===== src/rtl/sync_fifo.sv =====
// ---------------------------------------------------------------------------
// sync_fifo -- single-clock FIFO with occupancy count, status flags and
// single-cycle overflow/underflow error pulses.
//
// Parameters
//   WIDTH          data word width in bits
//   DEPTH          address width; storage holds 2**DEPTH words
//   AFULL_THRESH   almost_full asserts when count >= this level (1..2**DEPTH)
//   AEMPTY_THRESH  almost_empty asserts when count <= this level (0..2**DEPTH-1)
//   FWFT           1 = first-word-fall-through read data, 0 = registered read
//
// Ports
//   clk            single clock, all state updates on the rising edge
//   rst            synchronous active-high reset
//   we / wdata     write request and write data
//   re             read request
//   rdata          read data (FWFT: head word; registered: last word read)
//   full, empty, almost_full, almost_empty   status flags
//   count          current occupancy, 0..2**DEPTH
//   overflow       one-cycle pulse after an edge that saw we while full
//   underflow      one-cycle pulse after an edge that saw re while empty
// ---------------------------------------------------------------------------
module sync_fifo #(
    parameter int WIDTH         = 8,
    parameter int DEPTH         = 4,
    parameter int AFULL_THRESH  = 2**DEPTH - 1,
    parameter int AEMPTY_THRESH = 1,
    parameter int FWFT          = 1
) (
    input  logic             clk,
    input  logic             rst,
    input  logic             we,
    input  logic [WIDTH-1:0] wdata,
    input  logic             re,
    output logic [WIDTH-1:0] rdata,
    output logic             full,
    output logic             empty,
    output logic             almost_full,
    output logic             almost_empty,
    output logic [DEPTH:0]   count,
    output logic             overflow,
    output logic             underflow
);

    localparam int             ENTRIES    = 2**DEPTH;
    localparam logic [DEPTH:0] AFULL_LVL  = (DEPTH+1)'(AFULL_THRESH);
    localparam logic [DEPTH:0] AEMPTY_LVL = (DEPTH+1)'(AEMPTY_THRESH);

    // Pointers carry one extra wrap bit so that full and empty are
    // distinguishable when the address bits coincide.
    logic [DEPTH:0]   wptr_q, wptr_d;
    logic [DEPTH:0]   rptr_q, rptr_d;
    logic             overflow_q, overflow_d;
    logic             underflow_q, underflow_d;

    logic [WIDTH-1:0] mem [ENTRIES];

    logic             full_w;
    logic             empty_w;
    logic [DEPTH:0]   count_w;
    logic             wr_en;
    logic             rd_en;

    // -----------------------------------------------------------------------
    // Status derived from the registered pointers only, so every flag and the
    // count describe the state before the coming edge.
    // -----------------------------------------------------------------------
    always_comb begin
        count_w = wptr_q - rptr_q;
        empty_w = (wptr_q == rptr_q);
        full_w  = (wptr_q[DEPTH-1:0] == rptr_q[DEPTH-1:0]) &&
                  (wptr_q[DEPTH]     != rptr_q[DEPTH]);
    end

    // -----------------------------------------------------------------------
    // Acceptance and next-state. Both acceptances use the pre-edge flags: a
    // full FIFO still drops a write even if a read frees a slot this cycle,
    // and an empty FIFO cannot return the word being written this cycle.
    // Reset wins over any request and suppresses the error pulses.
    // -----------------------------------------------------------------------
    always_comb begin
        // NOTE: every signal assigned here gets a default first, so no path
        // leaves it unassigned and no latch is inferred.
        wr_en       = 1'b0;
        rd_en       = 1'b0;
        wptr_d      = wptr_q;
        rptr_d      = rptr_q;
        overflow_d  = 1'b0;
        underflow_d = 1'b0;

        if (!rst) begin
            wr_en       = we && !full_w;
            rd_en       = re && !empty_w;
            overflow_d  = we && full_w;
            underflow_d = re && empty_w;
        end

        if (wr_en) begin
            wptr_d = wptr_q + 1'b1;
        end
        if (rd_en) begin
            rptr_d = rptr_q + 1'b1;
        end
    end

    always_ff @(posedge clk) begin
        // NOTE: sequential state uses non-blocking assignments so all flops
        // sample their inputs from the same pre-edge values.
        if (rst) begin
            wptr_q      <= '0;
            rptr_q      <= '0;
            overflow_q  <= 1'b0;
            underflow_q <= 1'b0;
        end else begin
            wptr_q      <= wptr_d;
            rptr_q      <= rptr_d;
            overflow_q  <= overflow_d;
            underflow_q <= underflow_d;
        end
    end

    // NOTE: the storage array has no reset; after reset the pointers make its
    // old contents unreachable until they are rewritten.
    always_ff @(posedge clk) begin
        if (wr_en) begin
            mem[wptr_q[DEPTH-1:0]] <= wdata;
        end
    end

    // -----------------------------------------------------------------------
    // Read data path.
    // -----------------------------------------------------------------------
    if (FWFT != 0) begin : g_fwft
        // Head word is visible straight from storage; meaningless when empty.
        assign rdata = mem[rptr_q[DEPTH-1:0]];
    end else begin : g_reg_read
        logic [WIDTH-1:0] rdata_q, rdata_d;

        always_comb begin
            rdata_d = rdata_q;
            if (rd_en) begin
                rdata_d = mem[rptr_q[DEPTH-1:0]];
            end
        end

        always_ff @(posedge clk) begin
            if (rst) begin
                rdata_q <= '0;
            end else begin
                rdata_q <= rdata_d;
            end
        end

        assign rdata = rdata_q;
    end

    // -----------------------------------------------------------------------
    // Outputs.
    // -----------------------------------------------------------------------
    assign full         = full_w;
    assign empty        = empty_w;
    assign count        = count_w;
    assign almost_full  = (count_w >= AFULL_LVL);
    assign almost_empty = (count_w <= AEMPTY_LVL);
    assign overflow     = overflow_q;
    assign underflow    = underflow_q;

endmodule


===== config.mk =====
export PLATFORM = sky130hd
export DESIGN_NAME = sync_fifo
export DESIGN_NICKNAME = d
export VERILOG_FILES = /design/src/rtl/sync_fifo.sv
export SDC_FILE = /design/constraint.sdc
export NUM_CORES = 1
export LEC_CHECK = 0
export ABC_AREA = 1
export BUFFER_PORTS_ARGS = -buffer_cell sky130_fd_sc_hd__clkbuf_2
export CORE_MARGIN = 1.5
export CORE_UTILIZATION = 30
export DETAILED_ROUTE_END_ITERATION = 10
export SYNTH_ARGS = -nofsm -noshare
export SYNTH_HDL_FRONTEND = slang
export SYNTH_SLANG_ARGS = --single-unit

===== constraint.sdc =====
create_clock -name clk -period 3.1 [get_ports clk]
set_input_delay 0 -clock clk [delete_from_list [all_inputs] [get_ports clk]]
set_output_delay 0 -clock clk [all_outputs]
set_load 0.05 [all_outputs]

==> flow_summary.yaml <==
min_path:
  hold_path_depth: 1
  holdPathEnd: "mem[13][1]"
  hold_class: "primary input to flip-flop"
  hold_start: "wdata[1]"
pwr:
  share_comb_of_total_power_pct: 8.9
  internal_power_mw: 3.23
  p_leak_nw: 3.26
  switching_power_mw: 1.05
  power_frac_seq_pct: 49.9
  power.density_nw_per_um2: 562
  clkPwrFrac_pct: 41.2
  switching_share_pct: 24.6
  ir_worst_vdd_mv: 0.362
place:
  post-place-ws_ns: 0.819
  io_buffers: 30
  gp_congestion: 0.826
  dpl.hpwl_um: 9360
setup_path:
  r2r-start: "wptr_q[0]"
  crit_type: "flip-flop to primary output"
  r2r_cells: 7
  cp.required_ns: 3.10
  critPathLaunchType: "flip-flop"
  worstPathMaxFanout: 32
  end_kind: "primary output"
  r2r_setup_slack_ns: 0.83
  rr_endpoint: "mem[15][4]"
  worst_ep_arrival_time_ns: 2.43
sta:
  finalHoldViolCount: 0
  layout_min_cycle_time_ns: 2.43
  worst_slack_ns: 0.668
  fin_crit_sh_pct: 78.5
  fin_skew_ns: 0.0103
  max_slew_margin_pct: 22.9
  clock.fmax_ghz: 0.411
  rsz0062_at_grt: "false"
  tightestPinTransition_ns: 1.16
  finalMaxSlewViolations: 0
  setup-violations-final: 0
  final.setup.tns_ns: 0
cts:
  ctsHtreeMaxLevel: 4
  cts.clk_slew.worst_paths_ns: 0.06
  cts_root_buffer: "clkbuf_16"
  cts_max_path_buffers: 2
  numCtsBuffers: 17
  clk_latency_ns: 0.42
  cts_tree: "yes"
  cts_num_sinks: 144
floorplanning:
  placementRows: 53
  initial_core_util_pct: 30.9
  die_area_um2: 22700
  fp.dieH_um: 151
  die_w_um: 151
  core_area_um2: 21200
  io_pins: 31
run_status:
  outcome: "completed"
grt:
  grt_overflow: 0
  grt_pass1_wl_um: 23900
  track_usage_pct: 14.2
  grt_pass1_vias: 4376
  grt_antenna_before_repair: 0
  grt_max_degree: 65
route:
  wl_per_cell_um: 15.0
  num_vias: 4639
  wl_um: 15200
  dr.pass1.iters: 5
  avgViaCountPerCell: 4.60
  drt.antenna.violating_nets: 0
  drc_errors: 0
  drt_iter0_markers: 341
synthesis:
  syn-instance-count: 676
  syn_area_um2: 6550
  avgSynthCellArea_um2: 9.69
  synthesis.nets: 698
  ys_types: 22
  synth_seq_cells: 144
  seq_area_frac_synth_pct: 63.5
  synth_warnings: 0
cells_and_area:
  layout.nets: 743
  drive_gt1_share_pct: 12.4
  area_delta_synth_final_pct: 16.1
  insertedDiodeCount: 0
flow_run:
  cap_violations: 0
metal layers:
layer | routed length (um) | global-route usage, % | up-vias
li1 | - | - | 2273
met1 | 7360 | 20.2 | 2201
met2 | 6660 | 21.3 | 152
met5 | 0 | 0 | -
met3 | 924 | 3.55 | 13
met4 | 228 | 4.71 | 0
layout make-up:
| cell class | count | area [um2] |
|---|---|---|
| clock inverter | 12 | 70.1 |
| fill | 2169 | 13600 |
| timing repair buffer | 55 | 350 |
| inverter | 123 | 462 |
| sequential | 144 | 4170 |
| multi-input combinational | 380 | 1780 |
| tap | 275 | 344 |
| clock buffer | 20 | 437 |
worst max-delay path: stages (launching register included):
cell	delay, ns
dfxtp_1	0.32
inv_1	0.83
nand3_1	0.20
nand3_1	0.13
nand3_1	0.14
nand2_1	0.11
clkbuf_2	0.28
synth_stat cells:
cell type	n	area share, %
nand2_1	201	12
edfxtp_1	128	59
inv_1	122	7.0
nand3_1	118	9.0
nor3_1	17	1.3
dfxtp_1	16	4.9
buf_2	14	1.1
clkbuf_1	11	0.63
ha_1	9	1.7
nor2_1	8	0.46
a21oi_1	7	0.53
nand2_2	5	0.48
nand4_1	4	0.38
a21oi_2	3	0.40
nand2_4	3	0.52
xor2_1	3	0.40
buf_1	2	0.11
buf_6	1	0.17
buf_8	1	0.23
fa_1	1	0.31
inv_2	1	0.057
nor2_4	1	0.17
placed cells by master, fill, tap and decap left out:
cell type	count
nand2_1	201
edfxtp_1	128
inv_1	122
nand3_1	118
clkbuf_2	30
buf_4	20
nor3_1	17
clkbuf_16	17
dfxtp_1	15
ha_1	9
nor2_1	8
a21oi_1	7
clkinv_2	6
nand2_2	5
dlygate4sd3_1	5
nand4_1	4
xor2_1	3
nand2_4	3
a21oi_2	3
clkbuf_1	3
clkinv_1	2
clkinvlp_4	2
inv_2	1
nor2_4	1
fa_1	1
dfxtp_2	1
clkinv_4	1
inv_6	1
flip-flops by register name (all words and copies together), names as in the netlist, named ones only:
signal and flops:
underflow 1, mem 128, overflow 1, rptr_q 5, wptr_q 5
timing repair:
item,CTS,global route
hold endpoints to repair,7,0
resized for setup,0,0
hold buffers,5,0
setup buffers,0,0
power groups by stage:
| stage | clock network (mW) | registers (mW) | logic, mW |
|---|---|---|---|
| floorplan | 0 | 2.18 | 0.263 |
| global placement | 0 | 2.18 | 0.375 |
| detailed placement | 0 | 2.18 | 0.377 |
| CTS | 1.81 | 2.14 | 0.383 |
| global route | 1.88 | 2.14 | 0.415 |
| finish | 1.76 | 2.14 | 0.379 |
metrics by stage:
stage	power (mW)	cell area, um2	util (%)	std cells	hold slack (ns)
after floorplan	2.44	6550	-	676	0.0989
after global placement	2.55	7050	33.2	972	0.235
after detailed placement	2.55	7050	33.2	972	0.244
after CTS	4.33	7610	35.9	1009	0.0646
after global routing	4.44	7610	35.9	1009	0.0886
final	4.28	7610	35.9	1009	0.0804
how the worst max path moves through the flow:
stage / to / cells after the start / startpoint
after floorplan: almost_full / 7 / wptr_q[0]
after CTS: rdata[2] / 6 / flip-flop
after global placement: mem[15][4] / 7 / wptr_q[0]
final: rdata[5] / 6 / flip-flop
after detailed placement: mem[15][6] / 6 / wptr_q[2]
after global routing: rdata[4] / 6 / flip-flop
cells by family (layout without fill, tap and decap cells):
group | Yosys count | after routing | synth area share [%]
fa+ha+maj | 10 | 10 | 2.02
compound gates | 10 | 10 | 0.936
flops | 144 | 144 | 63.5
buf+inv | 152 | 210 | 9.26
xor+xnor | 3 | 3 | 0.401
simple gates | 357 | 357 | 23.8
Note: power is estimated with default switching activity, not from simulation.
